`config.mk`:
```
export PLATFORM = sky130hd
export DESIGN_NAME = lcd_link_sequencer
export DESIGN_NICKNAME = d
export VERILOG_FILES = /design/src/rtl/lcd_link_sequencer.sv
export SDC_FILE = /design/constraint.sdc
export NUM_CORES = 1
export LEC_CHECK = 0
export BUFFER_PORTS_ARGS = -buffer_cell sky130_fd_sc_hd__buf_2
export CORE_MARGIN = 8
export CORE_UTILIZATION = 42
export DETAILED_ROUTE_END_ITERATION = 16
export PLACE_DENSITY = 0.71
export SETUP_SLACK_MARGIN = 0.05
export SLEW_MARGIN = 40
export SYNTH_ARGS = -nofsm -noshare
export SYNTH_HDL_FRONTEND = slang
export SYNTH_SLANG_ARGS = --single-unit
```
`constraint.sdc`:
```
create_clock -name i_clock -period 3.7 [get_ports i_clock]
set_input_delay 0.37 -clock i_clock [delete_from_list [all_inputs] [get_ports i_clock]]
set_output_delay 0.37 -clock i_clock [all_outputs]
set_load 0.05 [all_outputs]
```
`src/rtl/lcd_link_sequencer.sv`:
```
// Display link power/command sequencer: OFF -> PWR_UP -> SETUP -> ACTIVATE -> ON -> SHUTDOWN -> PWR_DOWN.
// Optional macro LCD_SEQ_RETRY_EN adds bounded re-issue of a timed-out SETUP/ACTIVATE command.
module lcd_link_sequencer #(
  parameter int POWER_DELAY = 1000,
  parameter int CMD_TIMEOUT = 100000,
  parameter int TIMER_WIDTH = 20,
  parameter int MAX_RETRIES = 2
) (
  input  logic       i_clock,
  input  logic       i_reset,
  input  logic       i_enable,
  input  logic       i_done,
  output logic       o_power_en,
  output logic       o_setup,
  output logic       o_activate,
  output logic       o_shutdown,
  output logic       o_ready,
  output logic       o_error,
  output logic [2:0] o_state
);

  typedef enum logic [2:0] {
    S_OFF      = 3'd0,
    S_PWR_UP   = 3'd1,
    S_SETUP    = 3'd2,
    S_ACTIVATE = 3'd3,
    S_ON       = 3'd4,
    S_SHUTDOWN = 3'd5,
    S_PWR_DOWN = 3'd6,
    S_ERROR    = 3'd7
  } state_t;

  localparam logic [TIMER_WIDTH-1:0] PWR_LAST = TIMER_WIDTH'(POWER_DELAY - 1);
  localparam logic [TIMER_WIDTH-1:0] CMD_LAST = TIMER_WIDTH'(CMD_TIMEOUT - 1);

  state_t                 state_reg;
  state_t                 state_next;
  logic [TIMER_WIDTH-1:0] timer_reg;
  logic                   off_req_reg;
  logic                   restart;
  logic                   entering;
  logic                   done_ok;
  logic                   timer_counting;
  logic                   retry_ok;

  // Timer is zero only in the strobe cycle, which masks a stale done left over from the last command.
  assign done_ok  = i_done && (timer_reg != '0);
  assign entering = (state_next != state_reg) || restart;
  assign o_state  = state_reg;

  assign timer_counting = (state_reg == S_PWR_UP) || (state_reg == S_SETUP) ||
                          (state_reg == S_ACTIVATE) || (state_reg == S_SHUTDOWN) ||
                          (state_reg == S_PWR_DOWN);

`ifdef LCD_SEQ_RETRY_EN
  localparam int RETRY_W = (MAX_RETRIES > 0) ? $clog2(MAX_RETRIES + 1) : 1;

  logic [RETRY_W-1:0] retry_reg;

  assign retry_ok = (retry_reg < RETRY_W'(MAX_RETRIES));

  always_ff @(posedge i_clock or posedge i_reset) begin
    if (i_reset) begin
      retry_reg <= '0;
    end else if (state_next == S_PWR_UP) begin
      retry_reg <= '0;
    end else if (restart) begin
      retry_reg <= retry_reg + 1'b1;
    end
  end
`else
  assign retry_ok = 1'b0;
`endif

  always_comb begin
    state_next = state_reg;
    restart    = 1'b0;
    case (state_reg)
      S_OFF: begin
        if (i_enable) state_next = S_PWR_UP;
      end
      S_PWR_UP: begin
        if (!i_enable)               state_next = S_PWR_DOWN;
        else if (timer_reg == PWR_LAST) state_next = S_SETUP;
      end
      S_SETUP, S_ACTIVATE: begin
        if (done_ok) begin
          if (off_req_reg || !i_enable) state_next = S_SHUTDOWN;
          else if (state_reg == S_SETUP) state_next = S_ACTIVATE;
          else                           state_next = S_ON;
        end else if (timer_reg == CMD_LAST) begin
          if (retry_ok) restart    = 1'b1;
          else          state_next = S_ERROR;
        end
      end
      S_ON: begin
        if (!i_enable) state_next = S_SHUTDOWN;
      end
      S_SHUTDOWN: begin
        // A panel that never acknowledges shutdown is still powered down.
        if (done_ok || (timer_reg == CMD_LAST)) state_next = S_PWR_DOWN;
      end
      S_PWR_DOWN: begin
        if (timer_reg == PWR_LAST) state_next = S_OFF;
      end
      S_ERROR: begin
        if (!i_enable) state_next = S_OFF;
      end
      default: state_next = S_OFF;
    endcase
  end

  always_ff @(posedge i_clock or posedge i_reset) begin
    if (i_reset) begin
      state_reg   <= S_OFF;
      timer_reg   <= '0;
      off_req_reg <= 1'b0;
      o_power_en  <= 1'b0;
      o_setup     <= 1'b0;
      o_activate  <= 1'b0;
      o_shutdown  <= 1'b0;
      o_ready     <= 1'b0;
      o_error     <= 1'b0;
    end else begin
      state_reg <= state_next;

      if (entering)
        timer_reg <= '0;
      else if (timer_counting && (timer_reg != '1))
        timer_reg <= timer_reg + 1'b1;

      // Once enable drops mid-command the power-on attempt is committed to shutting down.
      if (state_next == S_PWR_UP)
        off_req_reg <= 1'b0;
      else if (((state_reg == S_SETUP) || (state_reg == S_ACTIVATE)) && !i_enable)
        off_req_reg <= 1'b1;

      o_setup    <= entering && (state_next == S_SETUP);
      o_activate <= entering && (state_next == S_ACTIVATE);
      o_shutdown <= entering && (state_next == S_SHUTDOWN);
      o_power_en <= (state_next == S_PWR_UP) || (state_next == S_SETUP) ||
                    (state_next == S_ACTIVATE) || (state_next == S_ON) ||
                    (state_next == S_SHUTDOWN);
      o_ready    <= (state_next == S_ON);
      o_error    <= (state_next == S_ERROR);
    end
  end

endmodule

```
==> Yosys cells after proc, flatten, opt, wreduce, memory -nomap -nowiden <==
Cells that the tools add are included.
W data, S select, Z words.
{ "op_classes": {"mul": 0, "bitwise_logic": 0, "n_mux": 16, "reduce_logical": 23, "magnitude_cmp": 0, "n_div": 0, "addsub": 1, "shifts": 0, "n_eq_ne": 17} }
{ "op_table": {"columns": ["operator", "n"], "rows": [
  ["$mux W20", 2],
  ["$mux W3", 11],
  ["$eq A3 B3 Y1 const B", 7],
  ["$pmux W3 S7", 1],
  ["$add A20 B1 Y20 const B", 1],
  ["$eq A20 B10 Y1 const B", 1],
  ["$eq A20 B17 Y1 const B", 1],
  ["$ne A20 B20 Y1 const B", 1],
  ["$reduce_bool A20 Y1", 1],
  ["$eq A3 B2 Y1 const B", 4],
  ["$logic_or A1 B1 Y1", 11],
  ["$eq A3 B1 Y1 const B", 2],
  ["$logic_and A1 B1 Y1", 6],
  ["$reduce_bool A2 Y1", 2],
  ["$logic_not A3 Y1", 1],
  ["$ne A3 B3 Y1", 1],
  ["$mux W1", 2],
  ["$reduce_or A2 Y1", 1],
  ["$logic_not A1 Y1", 1]
]} }
{ "totals": {"n_memories": 0, "ff_bits": 30, "wordCells": 66, "out_inout_bits": 9, "mem_bits_ro": 0, "inputBits": 4, "ramBits": 0, "latchBits": 0} }

==> Depth between registers and ports, before layout <==
Gate-level depths: netlist (run 1).
{ "logic_depth": {"depth_word": 10, "depth_mapped": 10} }

==> Worst setup path before layout (run 1) <==
OpenSTA, ideal clock, no wires.
{ "synth_timing": {"path_kind": "reg-to-reg", "startpoint": "register timer_reg[10]", "endpoint": "register o_power_en", "n_path_buf": 2, "t_arrival_ns": 2.498, "slack_ns": 1.083, "path_stages_with_launch": 10, "setup_ns": 0.119, "synth_period_minus_slack_ns": 2.617, "required_time_ns": 3.581, "path_cell_list": "dfrtp_1 -> buf_6 -> or4_4 -> or4_4 -> o31ai_4 -> a22oi_2 -> or2_0 -> buf_2 -> or2_0 -> o21a_1"} }
{ "synth_between": {"elab_chain_cells": 10, "elab_cells_between_ends": 21, "cone_classes": "7 x eq/ne; 7 x mux; 7 x reduce/logical"} }
{ "synth_lines": {"columns": ["item", "line", "source"], "rows": [
  ["start, declared", "38", "logic [TIMER_WIDTH-1:0] timer_reg;"],
  ["start signal, assigned", "130", "timer_reg <= timer_reg + 1'b1;"],
  ["$reduce_bool A20 Y1", "47", "assign done_ok = i_done && (timer_reg != '0);"],
  ["$logic_and A1 B1 Y1", "47", null],
  ["$logic_or A1 B1 Y1", "101", "if (done_ok || (timer_reg == CMD_LAST)) state_next = S_PWR_DOWN;"],
  ["$mux W3", "101", null],
  ["$pmux W3 S7 *", "78", "case (state_reg)"],
  ["via state_next[2]", "37", "state_t state_next;"],
  ["$eq A3 B1 Y1 / $eq A3 B2 Y1 (equally long branches)", "141", "o_power_en <= (state_next == S_PWR_UP) || (state_next == S_SETUP) ||"],
  ["$logic_or A1 B1 Y1 (2 in series)", "141", null],
  ["$logic_or A1 B1 Y1", "142", "(state_next == S_ACTIVATE) || (state_next == S_ON) ||"],
  ["$logic_or A1 B1 Y1 *", "142", null],
  ["end signal, assigned", "141", null],
  ["end, declared", "13", "output logic o_power_en,"]
]} }
The timed path passes the listed nets; every way through them passes the cells marked *.
A chain may end at the register's enable or synchronous reset.

==> Final worst setup path (run 1) <==
{ "layout_timing": {"startpoint": "register timer_reg[0]", "endpoint": "register timer_reg[9]"} }
{ "layout_between": {"elab_chain_cells": 7, "elab_cells_between_ends": 19, "cone_classes": "1 x add/sub; 4 x eq/ne; 9 x mux; 5 x reduce/logical"} }
{ "layout_lines": {"columns": ["item", "line", "source"], "rows": [
  ["$reduce_bool A20 Y1", "47", null],
  ["$logic_and A1 B1 Y1", "47", null],
  ["$logic_or A1 B1 Y1", "101", null],
  ["$mux W3", "101", null],
  ["$pmux W3 S7", "78", null],
  ["$ne A3 B3 Y1", "48", "assign entering = (state_next != state_reg) || restart;"],
  ["$mux W20 / $reduce_bool A2 Y1 (equally long branches)", null, null]
]} }
Parallel ways exist; a longest one is shown, timed or not. The select of a mux whose other input is x is not followed.

==> impl_metrics.toml, run 1 <==
[yosys]
async_reset_ff_share_pct = 100.0
syn_area_sq_mm = 0.001812
yosysTopAreaCell = "dfrtp_1"
synth_top_area_share_pct = 41.44
synth-seq-area-share_pct = 41.44
yosysWarnings = 0
synth_area_leaders = "dfrtp_1 (41%), nor2_1 (6.8%), xor2_1 (6.3%)"
syn-num-nets = 209
synthesis.instances = 203
postSynth.topFlopCell = "dfrtp_1"
syn_avg_cell_area_sq_um = 8.925
synth_cell_type_count = 43
synth_seq_cells = 30
synth_enable_flop_cells = 0

[routing]
vias = 1547
drt-initial-drc-count = 90
via_per_inst = 5.751
drc = 0
drt_wl_total_microns = 3886
postRouteAntennaNets = 0
drt-pass1-iter-count = 4
post_drt_wl_per_cell_microns = 14.45

[floorplan]
dieArea_sq_mm = 0.006672
rows = 24
initial_utilization_pct = 42.49
fp.dieW_microns = 81.68
pin_count = 13
die_h_microns = 81.68
core_sq_mm = 0.004264

[flow_run]
drv_cap = 0

[timing]
setup_viol = 0
slew_viol_final = 0
period_share_pct = 76.91
tns_ps = 0
rsz0062_at_grt = "no"
finalCriticalPeriod_ps = 2846
slew_headroom_pct = 60.55
hold_slack_ps = 141.2
hold_viol = 0
fin_worst_skew_ps = 5.417
fmax_mhz = 351.4
worst_slew_pin_slew_ps = 586.3

[setup_path]
startpoint_type = "register"
r2r_cells = 9
cp_data_required_time_ps = 3910
crit_path_cell_trace = "inv_1 -> ha_1 -> nor4b_1 -> nand3_1 -> o21ai_1 -> a211oi_1 -> a211oi_1 -> nand3_1 -> nor2_1"
crit_type = "register to register"
r2r-end = "timer_reg[9]$_DFFE_PP0P_"
arrival_ps = 3050
cp_max_fo = 9
slowest_stage = "dfrtp_1"
r2r-start = "timer_reg[0]$_DFFE_PP0P_"
critPathMaxStageDelay_ps = 420
endpoint_kind = "register"
reg2reg_slack_ps = 850

[clock_tree]
cts_sinks = 30
postCtsSetupBuffers = 0
htreeDepth = 2
clockRootBuffer = "clkbuf_8"
clk_latency_ps = 280
post_cts_resized = 0
cts_inserted_buffers = 5
clk_pin_slew_ps = 70
cts_tree = "built"
hold_buffers = 0
clockBufferDepth = 2

[place]
place_area_sq_mm = 0.001897
gp_congestion = 0.9303
place.port_buffers = 12
dp_hpwl_microns = 2796

[final_layout]
synthToLayoutAreaGrowth_pct = 9.945
final_nets = 222
fin_area_sq_mm = 0.001992
diodes = 0
drive_above_1_share_pct = 14.75
largest_reg_flops = 20

[grt]
grt_antenna_before_repair = 0
grt_pass1_vias = 1498
grt_use_total_pct = 12.99
grt_pass1_wl_microns = 6824
overflow = 0
grt_max_degree = 31

[power_and_ir_drop]
max-vdd-ir-drop_v = 0.0002440
p_leak_nw = 0.8895
power_density_mw_per_mm2 = 711.4

[min_path]
min_path_type = "input port to async pin"

[status]
run_status = "completed"
layer usage:
layer	share of wire (%)	routed length (microns)	GRT usage [%]	vias up
li1	-	-	-	742
met1	46	1795	16.14	749
met2	45	1759	20.68	48
met3	6.4	247	3.939	8
met4	2.1	83	5.088	0
met5	0	0	0	-
cell type report:
type / count / area, sq um
Inverter: 11 / 41.29
Fill cell: 402 / 2272
Timing Repair Buffer: 14 / 75.07
Sequential cell: 30 / 750.7
Clock inverter: 2 / 12.51
Tap cell: 52 / 65.06
Clock buffer: 6 / 82.58
Multi-Input combinational cell: 154 / 964.7
Yosys cell counts, types with 2 or more instances:
library cell and instances:
and4_2 2, ha_1 2, and4_1 3, nand3_1 12
nor4_1 3, nor4b_1 2, nor3b_1 2, xnor2_1 8
clkbuf_1 3, or2_0 2, nand4_1 6, a32o_1 2
a311oi_1 2, xor2_1 13, nor2_1 33, dfrtp_1 30
or4_4 2, a21oi_1 7, inv_1 11, a211oi_1 4
and3_1 8, buf_2 2, nor3_1 7, nand2_1 16
buf_6 3
logic make-up after synthesis:
family,Yosys count,share of synthesized area (%)
AND/OR/NAND/NOR,102,29.14
flip-flops,30,41.44
AO/OA/AOI/OAI,29,12.57
XOR/XNOR,21,10.15
buffers and inverters,19,5.318
adder cells (fa/ha/maj),2,1.381
power by group:
group          total, mW  switching [mW]  internal (mW)  leakage [nW]
sequential         0.465          0.0838          0.381         0.404
combinational      0.677           0.462          0.215         0.439
clock              0.275           0.126          0.149        0.0472
total               1.42           0.672          0.745         0.890
how the worst max path moves through the flow:
stage	start	endpoint	slack, ps
floorplan	timer_reg[10]$_DFFE_PP0P_	o_power_en$_DFF_PP0_	1080
global placement	timer_reg[10]$_DFFE_PP0P_	o_setup$_DFF_PP0_	980
detailed placement	timer_reg[12]$_DFFE_PP0P_	timer_reg[7]$_DFFE_PP0P_	950
CTS	timer_reg[12]$_DFFE_PP0P_	timer_reg[9]$_DFFE_PP0P_	920
global route	timer_reg[0]$_DFFE_PP0P_	timer_reg[9]$_DFFE_PP0P_	420
finish	timer_reg[0]$_DFFE_PP0P_	timer_reg[9]$_DFFE_PP0P_	850
stage by stage:
| step | utilization, % | std cells | worst slack (ps) | total power, mW |
|---|---|---|---|---|
| 3_3_place_gp | 44.48 | 261 | 977.6 | 1.140 |
| 5_1_grt | 46.71 | 269 | 420.0 | 1.524 |
| 3_5_place_dp | 44.48 | 261 | 948.6 | 1.144 |
| 6_report | 46.71 | 269 | 854.4 | 1.417 |
| 4_1_cts | 46.71 | 269 | 924.7 | 1.423 |
| 2_1_floorplan | - | 203 | 1083 | 1.011 |
worst max-delay path, delay by kind of cell (launching register included):
family	cells	cell delay, ps
AO/OA/AOI/OAI	3	930
adder cells (fa/ha/maj)	1	150
buffers and inverters	1	80
flip-flops	1	420
AND/OR/NAND/NOR	4	1190
placed cells by master (no fill, tap or decap), types with 2 or more instances in the layout:
cell type,count
a211oi_1,4
a21oi_1,7
a311oi_1,2
a32o_1,2
and3_1,8
and4_1,3
and4_2,2
buf_2,12
buf_4,2
clkbuf_8,6
dfrtp_1,30
ha_1,2
inv_1,11
nand2_1,16
nand3_1,12
nand4_1,6
nor2_1,33
nor3_1,7
nor3b_1,2
nor4_1,3
nor4b_1,2
or2_0,2
or4_4,2
xnor2_1,8
xor2_1,13
Power figures use the tool's default switching activity.
==> inputs of run 2 (changes only) <==
Settings changed: ABC_AREA set to 1.
Clock period 3.7 ns to 2.7 ns, I/O delays scaled along.
==> run 2 against run 1 <==
  * The flow now finishes with violations (negative hold slack)
  * Register-to-register slack worse by 490 ps
  * Critical path depth up 8
  * Design area up 20%
  * Clock skew up 1.1 ps
  * Highest routed layer unchanged
  * First-iteration DRC count down 26%
  * Sequential power down 3%
  * Global-route usage up 0.058 points
  * Total power down 35%
  * Sequential cell count unchanged
  * Synthesized cell count up 46%
  * Fmax up 22%
  * Largest power group is now the clock network
  * Worst setup slack worse by 490 ps
==> impl_metrics.toml, run 2 <==
[status]
run_status = "finished, violations left"
violations = "negative hold slack"

[yosys]
synth_top_area_share_pct = 34.40
syn_avg_cell_area_sq_um = 7.372
synth-seq-area-share_pct = 34.40
yosysWarnings = 0
synth_seq_cells = 30
yosysTopAreaCell = "dfrtp_1"
synth_area_leaders = "dfrtp_1 (34%), nand2_1 (9.5%), inv_1 (7.6%)"
synthesis.instances = 296
syn-num-nets = 302
synth_enable_flop_cells = 0
synth_cell_type_count = 27
yosysMostFrequentCell = "nand2_1"
synth_common_cells = "nand2_1 (55), inv_1 (44), nor2_1 (38)"
syn_area_sq_mm = 0.002182
postSynth.topFlopCell = "dfrtp_1"
async_reset_ff_share_pct = 100.0

[timing]
fmax_mhz = 428.9
worst_slew_pin_slew_ps = 646.5
slew_viol_final = 0
slew_headroom_pct = 56.75
period_share_pct = 86.36
setup_viol = 0
hold_viol = 9
finalCriticalPeriod_ps = 2332
fin_worst_skew_ps = 6.493
hold_slack_ps = -7.483
rsz0062_at_grt = "no"
tns_ps = 0

[routing]
via_per_inst = 4.708
post_drt_wl_per_cell_microns = 11.43
drt-pass1-iter-count = 4
postRouteAntennaNets = 0
drt_wl_total_microns = 4345
vias = 1789
drc = 0
drt-initial-drc-count = 67

[floorplan]
initial_utilization_pct = 43.00
rows = 26
die_h_microns = 88.08
core_sq_mm = 0.005075
dieArea_sq_mm = 0.007758
pin_count = 13
fp.dieW_microns = 88.08

[final_layout]
diodes = 0
largest_reg_flops = 20
final_nets = 316
mostFrequentLayoutCell = "nand2_1"
post-route-util_pct = 47.02
synthToLayoutAreaGrowth_pct = 9.346
fin_area_sq_mm = 0.002386
drive_above_1_share_pct = 24.52
mostFrequentLayoutCells = "nand2_1 (55), inv_1 (43), nor2_1 (38), dfrtp_1 (30), nor2_2 (26)"

[setup_path]
cp_data_required_time_ps = 2850
crit_path_cell_trace = "inv_1 -> ha_1 -> inv_1 -> nor2_1 -> nand2_1 -> nor2_1 -> nand3_2 -> nand2_2 -> nand2_1 -> nand2_1 -> nand2_1 -> nand2_2 -> nand2_2 -> nand2_1 -> nand2_1 -> nand2_2 -> nor2_2"
arrival_ps = 2480
crit_type = "register to register"
critPathMaxStageDelay_ps = 480
path_common_cell = "nand2_1"
crit_family = "simple AND/OR/NAND/NOR gates"
slowest_stage = "nand2_2"
startpoint_type = "register"
crit_buf_inv = 2
cp_max_fo = 20
endpoint_kind = "register"

[place]
place.port_buffers = 12
gp_congestion = 0.9792
dp_hpwl_microns = 3378
place_area_sq_mm = 0.002273

[grt]
grt_antenna_before_repair = 0
grt_pass1_vias = 1781
grt_use_total_pct = 13.05
grt_max_degree = 23
overflow = 0
grt_pass1_wl_microns = 7955

[clock_tree]
hold_buffers = 0
cts_inserted_buffers = 5
clk_latency_ps = 280
post_cts_resized = 0
cts_tree = "built"
htreeDepth = 2
clockBufferDepth = 2
postCtsSetupBuffers = 0
cts_sinks = 30
clk_pin_slew_ps = 60
clockRootBuffer = "clkbuf_8"

[power_and_ir_drop]
max-vdd-ir-drop_v = 0.0002744
p_leak_nw = 1.119
power_density_mw_per_mm2 = 388.1

[flow_run]
drv_cap = 0

[min_path]
min_path_type = "input port to async pin"
[run 2: cell types whose count changed after synthesis, moves of 7 or more]
cell	previous run	this run
nand2_1	16	55
inv_1	11	44
nor2_2	0	26
nand3_1	12	24
nand2_2	0	8
nor2_4	0	8
and3_1	8	1
o21ai_0	1	8
[run 2: worst paths after layout]
kind / depth (start not counted) / start / endpoint / slack (ps)
max in group asynchronous: 3 / i_reset / o_state[2]$_DFF_PP0_ / 2210
setup reg to reg: 17 / timer_reg[1]$_DFFE_PP0P_ / timer_reg[3]$_DFFE_PP0P_ / 370
hold / removal: 2 / i_reset / timer_reg[1]$_DFFE_PP0P_ / -7
setup / recovery: 17 / timer_reg[1]$_DFFE_PP0P_ / timer_reg[3]$_DFFE_PP0P_ / 370
min in group i_clock: 3 / i_done / o_activate$_DFF_PP0_ / 280
hold reg to reg: 2 / off_req_reg$_DFFE_PP0P_ / off_req_reg$_DFFE_PP0P_ / 530
[run 2: area by class of cell]
class	instances	area, sq um
clock buffers	6	82.58
clock inverters	1	30.03
fillers	527	2689
inverters	48	185.2
multi-input cells	212	1182
flip-flops and latches	30	750.7
well taps	70	87.58
repair buffers	13	67.56
[run 2: cell families (layout without fill, tap and decap cells)]
family / Yosys count / in the layout / share of synthesized area (%)
compound gates: 16 / 16 / 4.014
xor+xnor: 14 / 14 / 5.619
fa+ha+maj: 2 / 2 / 1.147
buf+inv: 54 / 68 / 11.41
flops: 30 / 30 / 34.40
simple gates: 180 / 180 / 43.41
[run 2: power breakdown]
part,switching (mW),leakage (nW),internal (mW)
Sequential,0,0.389,0.450
Clock,0.165,0.0573,0.295
Combinational,0.0132,0.673,0.00373
[run 2: metal layers]
metal  routed length, microns  global-route usage [%]  part of all wire, %  vias up
li1                         -                       -                    -      936
met1                     2123                   16.38                   49      817
met2                     2005                   20.38                   46       32
met3                      180                   4.784                  4.1        4
met4                       36                   3.687                 0.83        0
met5                        0                       0                    0        -
[run 2: per-stage QoR]
stage	total power, mW	setup WS (ps)	instances	hold WS, ps
6_report	0.9259	368.2	380	-7.483
5_1_grt	0.9687	70.31	380	21.68
4_1_cts	0.9414	343.3	380	174.4
3_5_place_dp	0.4753	354.4	373	482.7
3_3_place_gp	0.4750	408.7	373	471.7
2_1_floorplan	0.4680	680.2	296	360.8
